File: src/rtl/bootcode_trace_pkg.sv
// Shared types, default configuration values and width helpers for the
// multi-channel boot-code trace monitor.
package bootcode_trace_pkg;

    // Kind of change that produced a trace entry.
    typedef enum logic {
        EV_POST = 1'b0,
        EV_PC   = 1'b1
    } ev_type_e;

    // Postcode buses are always this wide.
    localparam int POST_WIDTH = 32;

    // Default configuration.
    localparam int         DEF_NUM_CH     = 2;
    localparam int         DEF_PC_WIDTH   = 32;
    localparam int         DEF_DEPTH      = 16;
    localparam int         DEF_TS_WIDTH   = 24;
    localparam logic [7:0] DEF_ERR_THRESH = 8'hF0;

    // A trace entry carries a postcode or a PC. Its data field is as wide as
    // the wider of the two.
    function automatic int data_w(input int pc_width);
        return (pc_width > POST_WIDTH) ? pc_width : POST_WIDTH;
    endfunction

    localparam int DEF_CH_W   = (DEF_NUM_CH > 1) ? $clog2(DEF_NUM_CH) : 1;
    localparam int DEF_DATA_W = data_w(DEF_PC_WIDTH);

    // Entry layout for the default configuration. The top level builds the
    // same field order at its own parameter widths: {ch, type, data, ts}.
    typedef struct packed {
        logic [DEF_CH_W-1:0]     ch;
        ev_type_e                typ;
        logic [DEF_DATA_W-1:0]   data;
        logic [DEF_TS_WIDTH-1:0] ts;
    } trace_entry_t;

endpackage

File: src/rtl/bootcode_trace_fifo.sv
// First-word-fall-through FIFO. The head entry is visible on o_rdata whenever
// o_empty is low. Push into a full FIFO is accepted only when a pop happens
// on the same edge; pop on an empty FIFO is ignored.
module bootcode_trace_fifo
    import bootcode_trace_pkg::*;
#(
    parameter  int WIDTH = 8,
    parameter  int DEPTH = DEF_DEPTH,
    localparam int AW    = $clog2(DEPTH),
    localparam int LVL_W = AW + 1
) (
    input  logic             i_clk,
    input  logic             i_rst,
    input  logic             i_push,
    input  logic [WIDTH-1:0] i_wdata,
    input  logic             i_pop,
    output logic [WIDTH-1:0] o_rdata,
    output logic             o_full,
    output logic             o_empty,
    output logic [LVL_W-1:0] o_level
);

    logic [WIDTH-1:0] r_mem [DEPTH];
    logic [AW-1:0]    r_wr_ptr;
    logic [AW-1:0]    r_rd_ptr;
    logic [LVL_W-1:0] r_count;

    logic w_do_pop;
    logic w_do_push;

    assign o_full    = (r_count == LVL_W'(DEPTH));
    assign o_empty   = (r_count == '0);
    assign o_level   = r_count;
    assign o_rdata   = r_mem[r_rd_ptr];
    assign w_do_pop  = i_pop && !o_empty;
    assign w_do_push = i_push && (!o_full || w_do_pop);

    // Storage array; contents need no reset because occupancy gates visibility.
    always_ff @(posedge i_clk) begin
        if (w_do_push) begin
            r_mem[r_wr_ptr] <= i_wdata;
        end
    end

    // Pointers and occupancy; DEPTH is a power of two so pointers wrap freely.
    always_ff @(posedge i_clk) begin
        if (i_rst) begin
            r_wr_ptr <= '0;
            r_rd_ptr <= '0;
            r_count  <= '0;
        end else begin
            if (w_do_push) begin
                r_wr_ptr <= r_wr_ptr + 1'b1;
            end
            if (w_do_pop) begin
                r_rd_ptr <= r_rd_ptr + 1'b1;
            end
            case ({w_do_push, w_do_pop})
                2'b10:   r_count <= r_count + 1'b1;
                2'b01:   r_count <= r_count - 1'b1;
                default: r_count <= r_count;
            endcase
        end
    end

endmodule

File: src/rtl/bootcode_trace_monitor.sv
// Multi-channel boot trace monitor. Each channel has a postcode source and a
// PC source. A change on an enabled, primed source is timestamped and parked
// in that source's one-entry pending slot. A round-robin arbiter moves one
// slot per cycle into the trace FIFO. Error postcodes set a sticky first-error
// record that also drives a halt request.
module bootcode_trace_monitor
    import bootcode_trace_pkg::*;
#(
    parameter  int         NUM_CH     = DEF_NUM_CH,
    parameter  int         PC_WIDTH   = DEF_PC_WIDTH,
    parameter  int         DEPTH      = DEF_DEPTH,
    parameter  int         TS_WIDTH   = DEF_TS_WIDTH,
    parameter  logic [7:0] ERR_THRESH = DEF_ERR_THRESH,
    localparam int         CH_W       = (NUM_CH > 1) ? $clog2(NUM_CH) : 1,
    localparam int         DATA_W     = data_w(PC_WIDTH),
    localparam int         LVL_W      = $clog2(DEPTH) + 1
) (
    input  logic                       Clk,
    input  logic                       Reset,
    input  logic [NUM_CH-1:0]          ChEn,
    input  logic [NUM_CH*32-1:0]       PostCode,
    input  logic [NUM_CH*PC_WIDTH-1:0] PC,
    output logic                       TraceValid,
    input  logic                       TraceReady,
    output logic [CH_W-1:0]            TraceCh,
    output logic                       TraceType,
    output logic [DATA_W-1:0]          TraceData,
    output logic [TS_WIDTH-1:0]        TraceTime,
    output logic [LVL_W-1:0]           Level,
    output logic [15:0]                DropCnt,
    input  logic                       ErrClr,
    output logic                       ErrFlag,
    output logic [CH_W-1:0]            ErrCh,
    output logic [31:0]                ErrCode,
    output logic                       HaltReq
);

    // Sources are interleaved per channel: post0, pc0, post1, pc1, ...
    // so source index = 2*channel + type.
    localparam int NSRC  = 2 * NUM_CH;
    localparam int SRC_W = $clog2(NSRC);
    localparam int CNT_W = SRC_W + 1;

    typedef struct packed {
        logic [CH_W-1:0]     ch;
        ev_type_e            typ;
        logic [DATA_W-1:0]   data;
        logic [TS_WIDTH-1:0] ts;
    } entry_t;

    localparam int ENTRY_W = $bits(entry_t);

    // Registered state.
    logic [TS_WIDTH-1:0] r_ts;
    logic [NUM_CH-1:0]   r_primed;
    logic [31:0]         r_prev_post [NUM_CH];
    logic [PC_WIDTH-1:0] r_prev_pc   [NUM_CH];
    logic [NSRC-1:0]     r_slot_vld;
    logic [DATA_W-1:0]   r_slot_data [NSRC];
    logic [TS_WIDTH-1:0] r_slot_ts   [NSRC];
    logic [SRC_W-1:0]    r_ptr;
    logic [15:0]         r_drop_cnt;
    logic                r_err_flag;
    logic                r_halt;
    logic [CH_W-1:0]     r_err_ch;
    logic [31:0]         r_err_code;

    // Combinational signals.
    logic [31:0]         w_cur_post [NUM_CH];
    logic [PC_WIDTH-1:0] w_cur_pc   [NUM_CH];
    logic [NSRC-1:0]     w_ev;
    logic [DATA_W-1:0]   w_ev_data  [NSRC];
    logic [NSRC-1:0]     w_load;
    logic [NSRC-1:0]     w_drop;
    logic [CNT_W-1:0]    w_drop_n;
    logic [16:0]         w_drop_sum;
    logic                w_err_any;
    logic [CH_W-1:0]     w_err_ch;
    logic [31:0]         w_err_code;
    logic                w_gnt_vld;
    logic [SRC_W-1:0]    w_gnt_idx;
    logic [NSRC-1:0]     w_gnt_sel;
    logic                w_full;
    logic                w_empty;
    logic                w_pop;
    logic                w_can_push;
    entry_t              w_wentry;
    entry_t              w_rentry;
    logic [ENTRY_W-1:0]  w_rdata;
    logic [LVL_W-1:0]    w_level;

    // Unpack the channel buses and flag sources whose value moved since the last enabled cycle.
    always_comb begin
        w_ev = '0;
        for (int c = 0; c < NUM_CH; c++) begin
            w_cur_post[c] = PostCode[c*32 +: 32];
            w_cur_pc[c]   = PC[c*PC_WIDTH +: PC_WIDTH];

            w_ev_data[2*c]                       = '0;
            w_ev_data[2*c][31:0]                 = w_cur_post[c];
            w_ev_data[2*c+1]                     = '0;
            w_ev_data[2*c+1][PC_WIDTH-1:0]       = w_cur_pc[c];

            w_ev[2*c]   = ChEn[c] && r_primed[c] && (w_cur_post[c] != r_prev_post[c]);
            w_ev[2*c+1] = ChEn[c] && r_primed[c] && (w_cur_pc[c]   != r_prev_pc[c]);
        end
    end

    // First-error candidate this cycle; the lowest channel wins a tie.
    always_comb begin
        w_err_any  = 1'b0;
        w_err_ch   = '0;
        w_err_code = '0;
        for (int c = NUM_CH - 1; c >= 0; c--) begin
            if (w_ev[2*c] && (w_cur_post[c][31:24] >= ERR_THRESH)) begin
                w_err_any  = 1'b1;
                w_err_ch   = CH_W'(c);
                w_err_code = w_cur_post[c];
            end
        end
    end

    // FIFO can take an entry when it has room or the head leaves this cycle.
    assign w_pop      = !w_empty && TraceReady;
    assign w_can_push = !w_full || w_pop;

    // Round-robin search starting at r_ptr for the first pending slot.
    always_comb begin
        logic [SRC_W:0] v_sum;
        logic [SRC_W-1:0] v_idx;
        v_sum     = '0;
        v_idx     = '0;
        w_gnt_vld = 1'b0;
        w_gnt_idx = '0;
        w_gnt_sel = '0;
        if (w_can_push) begin
            for (int k = 0; k < NSRC; k++) begin
                v_sum = {1'b0, r_ptr} + (SRC_W+1)'(k);
                if (v_sum >= (SRC_W+1)'(NSRC)) begin
                    v_sum = v_sum - (SRC_W+1)'(NSRC);
                end
                v_idx = v_sum[SRC_W-1:0];
                if (!w_gnt_vld && r_slot_vld[v_idx]) begin
                    w_gnt_vld = 1'b1;
                    w_gnt_idx = v_idx;
                end
            end
        end
        if (w_gnt_vld) begin
            w_gnt_sel[w_gnt_idx] = 1'b1;
        end
    end

    // A new event fills a slot that is empty or being drained this edge; otherwise it is lost.
    always_comb begin
        w_load   = '0;
        w_drop   = '0;
        w_drop_n = '0;
        for (int s = 0; s < NSRC; s++) begin
            w_load[s] = w_ev[s] && (!r_slot_vld[s] || w_gnt_sel[s]);
            w_drop[s] = w_ev[s] && r_slot_vld[s] && !w_gnt_sel[s];
            w_drop_n  = w_drop_n + CNT_W'(w_drop[s]);
        end
        w_drop_sum = {1'b0, r_drop_cnt} + 17'(w_drop_n);
    end

    // Build the FIFO entry from the granted slot; channel and type come from its index.
    always_comb begin
        w_wentry.ch   = CH_W'(w_gnt_idx >> 1);
        w_wentry.typ  = ev_type_e'(w_gnt_idx[0]);
        w_wentry.data = r_slot_data[w_gnt_idx];
        w_wentry.ts   = r_slot_ts[w_gnt_idx];
    end

    bootcode_trace_fifo #(
        .WIDTH (ENTRY_W),
        .DEPTH (DEPTH)
    ) u_fifo (
        .i_clk   (Clk),
        .i_rst   (Reset),
        .i_push  (w_gnt_vld),
        .i_wdata (w_wentry),
        .i_pop   (w_pop),
        .o_rdata (w_rdata),
        .o_full  (w_full),
        .o_empty (w_empty),
        .o_level (w_level)
    );

    assign w_rentry = w_rdata;

    // Head fields are forced to zero while the FIFO is empty.
    assign TraceValid = !w_empty;
    assign TraceCh    = w_empty ? '0 : w_rentry.ch;
    assign TraceType  = !w_empty && (w_rentry.typ == EV_PC);
    assign TraceData  = w_empty ? '0 : w_rentry.data;
    assign TraceTime  = w_empty ? '0 : w_rentry.ts;
    assign Level      = w_level;
    assign DropCnt    = r_drop_cnt;
    assign ErrFlag    = r_err_flag;
    assign ErrCh      = r_err_ch;
    assign ErrCode    = r_err_code;
    assign HaltReq    = r_halt;

    // Free-running timestamp; wraps silently.
    always_ff @(posedge Clk) begin
        if (Reset) begin
            r_ts <= '0;
        end else begin
            r_ts <= r_ts + 1'b1;
        end
    end

    // Track previous values while enabled; the first enabled cycle only primes.
    always_ff @(posedge Clk) begin
        if (Reset) begin
            r_primed <= '0;
            for (int c = 0; c < NUM_CH; c++) begin
                r_prev_post[c] <= '0;
                r_prev_pc[c]   <= '0;
            end
        end else begin
            for (int c = 0; c < NUM_CH; c++) begin
                if (ChEn[c]) begin
                    r_primed[c]    <= 1'b1;
                    r_prev_post[c] <= w_cur_post[c];
                    r_prev_pc[c]   <= w_cur_pc[c];
                end else begin
                    r_primed[c]    <= 1'b0;
                end
            end
        end
    end

    // Pending-slot occupancy: refill beats drain when both happen on one edge.
    always_ff @(posedge Clk) begin
        if (Reset) begin
            r_slot_vld <= '0;
        end else begin
            for (int s = 0; s < NSRC; s++) begin
                if (w_load[s]) begin
                    r_slot_vld[s] <= 1'b1;
                end else if (w_gnt_sel[s]) begin
                    r_slot_vld[s] <= 1'b0;
                end
            end
        end
    end

    // Pending-slot payload; only meaningful while the matching valid bit is set.
    always_ff @(posedge Clk) begin
        for (int s = 0; s < NSRC; s++) begin
            if (w_load[s]) begin
                r_slot_data[s] <= w_ev_data[s];
                r_slot_ts[s]   <= r_ts;
            end
        end
    end

    // Arbiter pointer moves past the winner; drop counter saturates.
    always_ff @(posedge Clk) begin
        if (Reset) begin
            r_ptr      <= '0;
            r_drop_cnt <= '0;
        end else begin
            if (w_gnt_vld) begin
                r_ptr <= (w_gnt_idx == SRC_W'(NSRC - 1)) ? '0 : w_gnt_idx + 1'b1;
            end
            r_drop_cnt <= w_drop_sum[16] ? 16'hFFFF : w_drop_sum[15:0];
        end
    end

    // Sticky first-error record; a fresh error outranks a simultaneous clear.
    always_ff @(posedge Clk) begin
        if (Reset) begin
            r_err_flag <= 1'b0;
            r_halt     <= 1'b0;
            r_err_ch   <= '0;
            r_err_code <= '0;
        end else if (w_err_any && (!r_err_flag || ErrClr)) begin
            r_err_flag <= 1'b1;
            r_halt     <= 1'b1;
            r_err_ch   <= w_err_ch;
            r_err_code <= w_err_code;
        end else if (ErrClr) begin
            r_err_flag <= 1'b0;
            r_halt     <= 1'b0;
            r_err_ch   <= '0;
            r_err_code <= '0;
        end
    end

endmodule

File: config.mk
export PLATFORM = sky130hd
export DESIGN_NAME = bootcode_trace_monitor
export DESIGN_NICKNAME = d
export VERILOG_FILES = /design/src/rtl/bootcode_trace_pkg.sv /design/src/rtl/bootcode_trace_fifo.sv /design/src/rtl/bootcode_trace_monitor.sv
export SDC_FILE = /design/constraint.sdc
export NUM_CORES = 1
export LEC_CHECK = 0
export ABC_CLOCK_PERIOD_IN_PS = 7550
export CAP_MARGIN = 25
export CELL_PAD_IN_SITES_DETAIL_PLACEMENT = 2
export CELL_PAD_IN_SITES_GLOBAL_PLACEMENT = 2
export CORE_MARGIN = 3
export CORE_UTILIZATION = 30
export CTS_CLUSTER_SIZE = 16
export DETAILED_ROUTE_END_ITERATION = 16
export PLACE_DENSITY = 0.62
export SLEW_MARGIN = 20
export SYNTH_ARGS = -nofsm -noshare
export SYNTH_HDL_FRONTEND = slang
export SYNTH_SLANG_ARGS = --single-unit
File: constraint.sdc
create_clock -name Clk -period 7.55 [get_ports Clk]
set_input_delay 1.51 -clock Clk [delete_from_list [all_inputs] [get_ports Clk]]
set_output_delay 1.51 -clock Clk [all_outputs]
set_load 0.02 [all_outputs]
==> run summary, run 1 <==
status: finished clean
largest net degree at the start of global routing: 100
DP Worst Slack: 0.895 ns
leading cell type by number of instances after synthesis: edfxtp_1
Final ANT Viol Nets: 0
hold_buf cts: 0
Via density: 4.94
area grow syn2layout: 20.1%
Nets: 3479
Clock transition at path regs: 0.05 ns
CTS tree: done
average cell area after synthesis: 18.3 µm²
final worst slack: 1.81 ns
top-area cell type share of the netlist area: 0.703
DR pass1 iterations: 5
Peak supply drop: 0.000167 V
Die Y: 433 µm
crit path capture type: register
Total GRT Usage: 0.177
Cells after Synth: 2984
post-route cell area: 0.0656 mm²
syn_nets: 3135
Syn. warnings: 0
Remaining DRCs: 0
Final Cycle Share: 0.760
Iter 0 DRT Violations: 2097
setup bufs post-CTS: 0
hold_ws: 0.473 ns
P per Cell Area: 318 mW/mm²
maxcap violations: 0
H-tree levels: 4
vias in the first global route: 32176
clk buf depth: 3
Overflow after GRT: 0
Yosys top cell by area: edfxtp_1
number of synthesized flops with an enable pin: 1280
dominant synthesized flop cell: edfxtp_1
setup_tns: 0 ns
routed via count: 28842
Final Hold Vio Count: 0
startpoint types: input port
IO buf count: 248
f_max: 174 MHz
synthesized flop and latch total: 1379
crit path kind: in -> reg
asr flop ratio synth: 0
total chip power: 20.9 mW
Core Area: 0.181 mm²
Final Critical Period: 5.74 ns
initial antenna violation count: 43
Worst-Skew Late Latency: 0.77 ns
mapped cell area: 0.0546 mm²
CTS Buf Count: 154
CTS Sinks: 1379
# resized after CTS: 0
Worst Path Required: 8.23 ns
worst slew pin tran: 1.07 ns
top cells by area, synth: edfxtp_1 (70%), mux4_2 (12%), dfxtp_1 (3.6%), nand2_1 (1.9%), nor2b_1 (1.6%)
Post-DP Area: 0.0606 mm²
count of cell types in the netlist: 55
worst hold path class: reg -> reg
GPL Wtd Cong: 0.750
I/O Pins: 249
max-slew violation count: 0
Worst Path Max Fanout: 13
CTS Root Cell: clkbuf_16
post-synthesis sequential area ratio: 0.740
Total Die Area: 0.187 mm²
row count: 156
layout cell share with drive strength beyond 1: 0.193
HPWL Detailed: 102000 µm
synth cell count leaders: edfxtp_1 (1280), mux4_2 (290), nand2_1 (278)
final setup fails: 0
slew margin rel.: 0.285
first-pass GRT wire length: 239000 µm
Initial Utilization: 0.302
RSZ-0062 raised after global routing: no
LEAKAGE: 20.7 nW
drt total wl: 166000 µm
WP data arrival: 6.42 ns
DR WL/cell: 28.4 µm
clk_skew: 0.0253 ns
Die W: 433 µm
[cell families (layout without fill, tap and decap cells)]
logic type               Yosys count  after routing  synth area share
AND/OR/NAND/NOR                  737            737            0.0677
buffers and inverters            183            653            0.0160
XOR/XNOR                         167            167            0.0268
multiplexers                     321            321             0.125
other                              0             14                 0
AO/OA/AOI/OAI                    180            180            0.0201
adder cells (fa/ha/maj)           17             17           0.00444
flip-flops                      1379           1379             0.740
[metrics by stage]
| step | utilization | instances |
|---|---|---|
| after global placement | 0.334 | 5527 |
| after global routing | 0.362 | 5826 |
| after detailed placement | 0.335 | 5537 |
| after CTS | 0.362 | 5819 |
| final | 0.363 | 5838 |
| after floorplan | - | 2984 |
[sequential cells by signal (all words and copies together), names as in the netlist, 16 cells and up, named ones only]
signal        flops
r_prev_post      64
r_prev_pc        64
u_fifo.r_mem    928
ErrCode          32
r_slot_ts        96
DropCnt          16
r_slot_data     128
r_ts             24
[per-layer routing]
metal  global-route usage  up-vias  wire length (µm)
li1                     -    12405                 -
met1                0.225    15476             70000
met2                0.300      685             82200
met3               0.0413      248              8640
met4               0.0529       28              4630
met5                    0        -               218
[path summary, 6_finish.rpt]
path | from | endpoint | slack, ns | depth (start not counted)
setup / recovery | PostCode[21] | DropCnt[10] | 1.81 | 14
hold / removal | ErrCode[28] | ErrCode[28] | 0.47 | 2
setup reg to reg | u_fifo.o_level[0] | DropCnt[10] | 2.63 | 14
hold reg to reg | ErrCode[28] | ErrCode[28] | 0.47 | 2
[worst max-delay path: stages]
cell and delay, ns:
clkdlybuf4s50_1 0.54, xor2_1 0.20, nor4_1 0.44, nand4_1 0.38, o21bai_1 0.57, nand2b_1 0.20, fa_1 0.43, inv_1 0.09
fa_1 0.22, fa_1 0.23, nand3_1 0.15, nor4_1 0.52, nand4_1 0.61, a21oi_1 0.32
[where the power goes]
part	internal [mW]	switching [mW]	total, mW
logic	1.98	2.47	4.45
registers	8.89	0.169	9.06
clock network	4.28	3.06	7.35
[layout make-up]
| class | instances | area, µm² |
|---|---|---|
| clock buffers | 209 | 4290 |
| diodes | 14 | 35.0 |
| inverters | 22 | 85.1 |
| flip-flops and latches | 1379 | 40400 |
| clock inverters | 73 | 609 |
| fillers | 17536 | 115000 |
| repair buffers | 349 | 3490 |
| multi-input cells | 1422 | 13700 |
| well taps | 2370 | 2970 |
[placed cells by master (no fill, tap or decap), drive strengths merged, types with 13 or more instances in the layout]
cell / n
edfxtp: 1280
mux4: 290
nand2: 278
clkdlybuf4s50: 247
clkbuf: 209
nor2b: 138
buf: 102
dfxtp: 99
xnor2: 84
xor2: 83
a21oi: 68
nor2: 65
and3: 63
and2: 62
a31oi: 58
clkinv: 57
nand3: 42
mux2i: 30
o22ai: 28
nand4: 27
inv: 27
nor4: 22
diode: 14
ha: 13
nand2b: 13
nor3: 13
No activity file was read; power rests on OpenSTA's default activity.
==> inputs of run 2 (changes only) <==
ABC_CLOCK_PERIOD_IN_PS = 5700   (was 7550)
clock period = 5.7 ns   (was 7.55 ns; I/O delays follow)
==> run summary, run 2 (synthesis gave the netlist of run 1 again) <==
CTS Sinks: 1379
Post-DP Area: 0.0613 mm²
CP Buf/Inv Count: 3
Clock transition at path regs: 0.06 ns
max-slew violation count: 0
H-tree levels: 4
Largest register FFs: 928
Iter 0 DRT Violations: 2019
status: finished clean
Worst Path Max Fanout: 22
f_max: 200 MHz
Final Critical Period: 5.00 ns
Fillers: 17563
clk buf depth: 3
CTS tree: done
initial antenna violation count: 39
first-pass GRT wire length: 245000 µm
maxcap violations: 0
post-route cell area: 0.0662 mm²
clk_skew: 0.0484 ns
post-route insts no fill: 5905
I/O Pins: 249
Crit-path slowest cell: dfxtp_4
startpoint types: register
HPWL Detailed: 106000 µm
Hold Path Origin: ErrCode[3]
crit-path cells: buf_12 > buf_12 > mux4_2 > mux4_2 > and2_1 > clkdlybuf4s50_1
Final Hold Vio Count: 0
Worst R2R Path Depth: 15
GPL Wtd Cong: 0.761
Sequential cell area: 0.0404 mm²
drt total wl: 169000 µm
Via density: 4.96
Reg2Reg Setup Slack: 1.21 ns
reg2reg end: DropCnt[1]
Worst path max stage delay: 0.67 ns
vias in the first global route: 32372
crit path kind: reg -> out
crit-path leading delay family: multiplexers
area grow syn2layout: 21.2%
Nets: 3546
row count: 156
routed via count: 29314
Remaining DRCs: 0
P per Cell Area: 416 mW/mm²
worst slew pin tran: 1.05 ns
LEAKAGE: 21.1 nW
setup bufs post-CTS: 0
crit path capture type: primary output
DR WL/cell: 28.7 µm
multi-input gate area in the final layout: 0.0136 mm²
largest register by flop count: u_fifo.r_mem
Overflow after GRT: 0
Final ANT Viol Nets: 0
CTS Buf Count: 151
Peak supply drop: 0.000308 V
slew margin rel.: 0.294
Min-Delay Path Depth: 2
Hold Path End: ErrCode[3]
leading cell types in the layout, fill and taps excluded: edfxtp_1 (1280), mux4_2 (290), nand2_1 (278)
biggest regs: u_fifo.r_mem (928), r_slot_data (128), r_slot_ts (96)
Total GRT Usage: 0.182
setup_tns: 0 ns
Worst Path Required: 4.56 ns
# resized after CTS: 0
Initial Utilization: 0.302
Worst-Skew Late Latency: 0.79 ns
hold_buf cts: 0
largest net degree at the start of global routing: 111
commonest non-fill, non-tap cell in the layout: edfxtp_1
CTS Root Cell: clkbuf_16
final setup fails: 0
worst hold path class: reg -> reg
Core Area: 0.181 mm²
Final Cycle Share: 0.878
layout cell share with drive strength beyond 1: 0.203
IO buf count: 248
Die Y: 433 µm
RSZ-0062 raised after global routing: no
Die W: 433 µm
DR pass1 iterations: 4
Total Die Area: 0.187 mm²
count of placed standard cells including taps: 5610
Worst R2R Start: u_fifo.o_level[0]
WP data arrival: 3.86 ns
==> run 2: cell count changes in the layout (fill, tap and decap cells not counted), moves of 3 or more <==
cell / change
buf_2: -6
a31oi_2: -22
a31oi_1: +22
clkbuf_1: -8
buf_4: +56
buf_12: +20
nor3_4: +4
clkinv_2: +6
clkbuf_16: -10
bufinv_16: -3
nor3_2: -4
clkinv_16: +6
==> run 2: final cells by class <==
class | instances | share of cell area
clock inverter | 86 | 0.0118
clock buffer | 192 | 0.0607
timing repair buffer | 419 | 0.0651
sequential | 1379 | 0.611
multi-input combinational | 1422 | 0.205
antenna | 15 | 0.000567
inverter | 22 | 0.00128
tap | 2370 | 0.0448
==> run 2: worst max-delay path by stage <==
stage / depth (start not counted) / slack, ns / to / from
4_1_cts: 6 / 0.53 / TraceTime[19] / register
2_1_floorplan: 7 / 0.01 / r_slot_data[3][0] / TraceReady
3_3_place_gp: 16 / 0.31 / DropCnt[0] / PostCode[6]
3_5_place_dp: 16 / 0.29 / DropCnt[1] / PostCode[6]
5_1_grt: 6 / 0.49 / TraceTime[19] / register
6_report: 6 / 0.70 / TraceTime[19] / register
==> run 2: tightest hold or removal path: stages (launching register included) <==
cell and delay [ns]:
dfxtp_1 0.31, nand2_1 0.05, o22ai_1 0.06
==> run 2: stage by stage <==
step / util / worst slack [ns] / hold slack, ns / power, mW
5_1_grt: 0.366 / 0.492 / 0.502 / 28.7
2_1_floorplan: - / 0.0114 / 0.461 / 15.7
4_1_cts: 0.365 / 0.525 / 0.479 / 28.0
3_5_place_dp: 0.339 / 0.292 / 0.466 / 18.5
6_report: 0.366 / 0.695 / 0.471 / 27.5
3_3_place_gp: 0.339 / 0.315 / 0.455 / 18.3
==> run 2: metal layers <==
layer | track usage | routed length [µm] | up-vias
met5 | 0 | 187 | -
met1 | 0.237 | 72200 | 15851
met3 | 0.0388 | 8470 | 234
met4 | 0.0438 | 3780 | 28
li1 | - | - | 12522
met2 | 0.309 | 84800 | 679
==> run 2: where the power goes <==
group	internal [mW]	total [mW]	switching, mW
clock	5.32	9.51	4.19
sequential	11.8	12.0	0.213
combinational	2.74	6.03	3.28
total	19.8	27.5	7.68
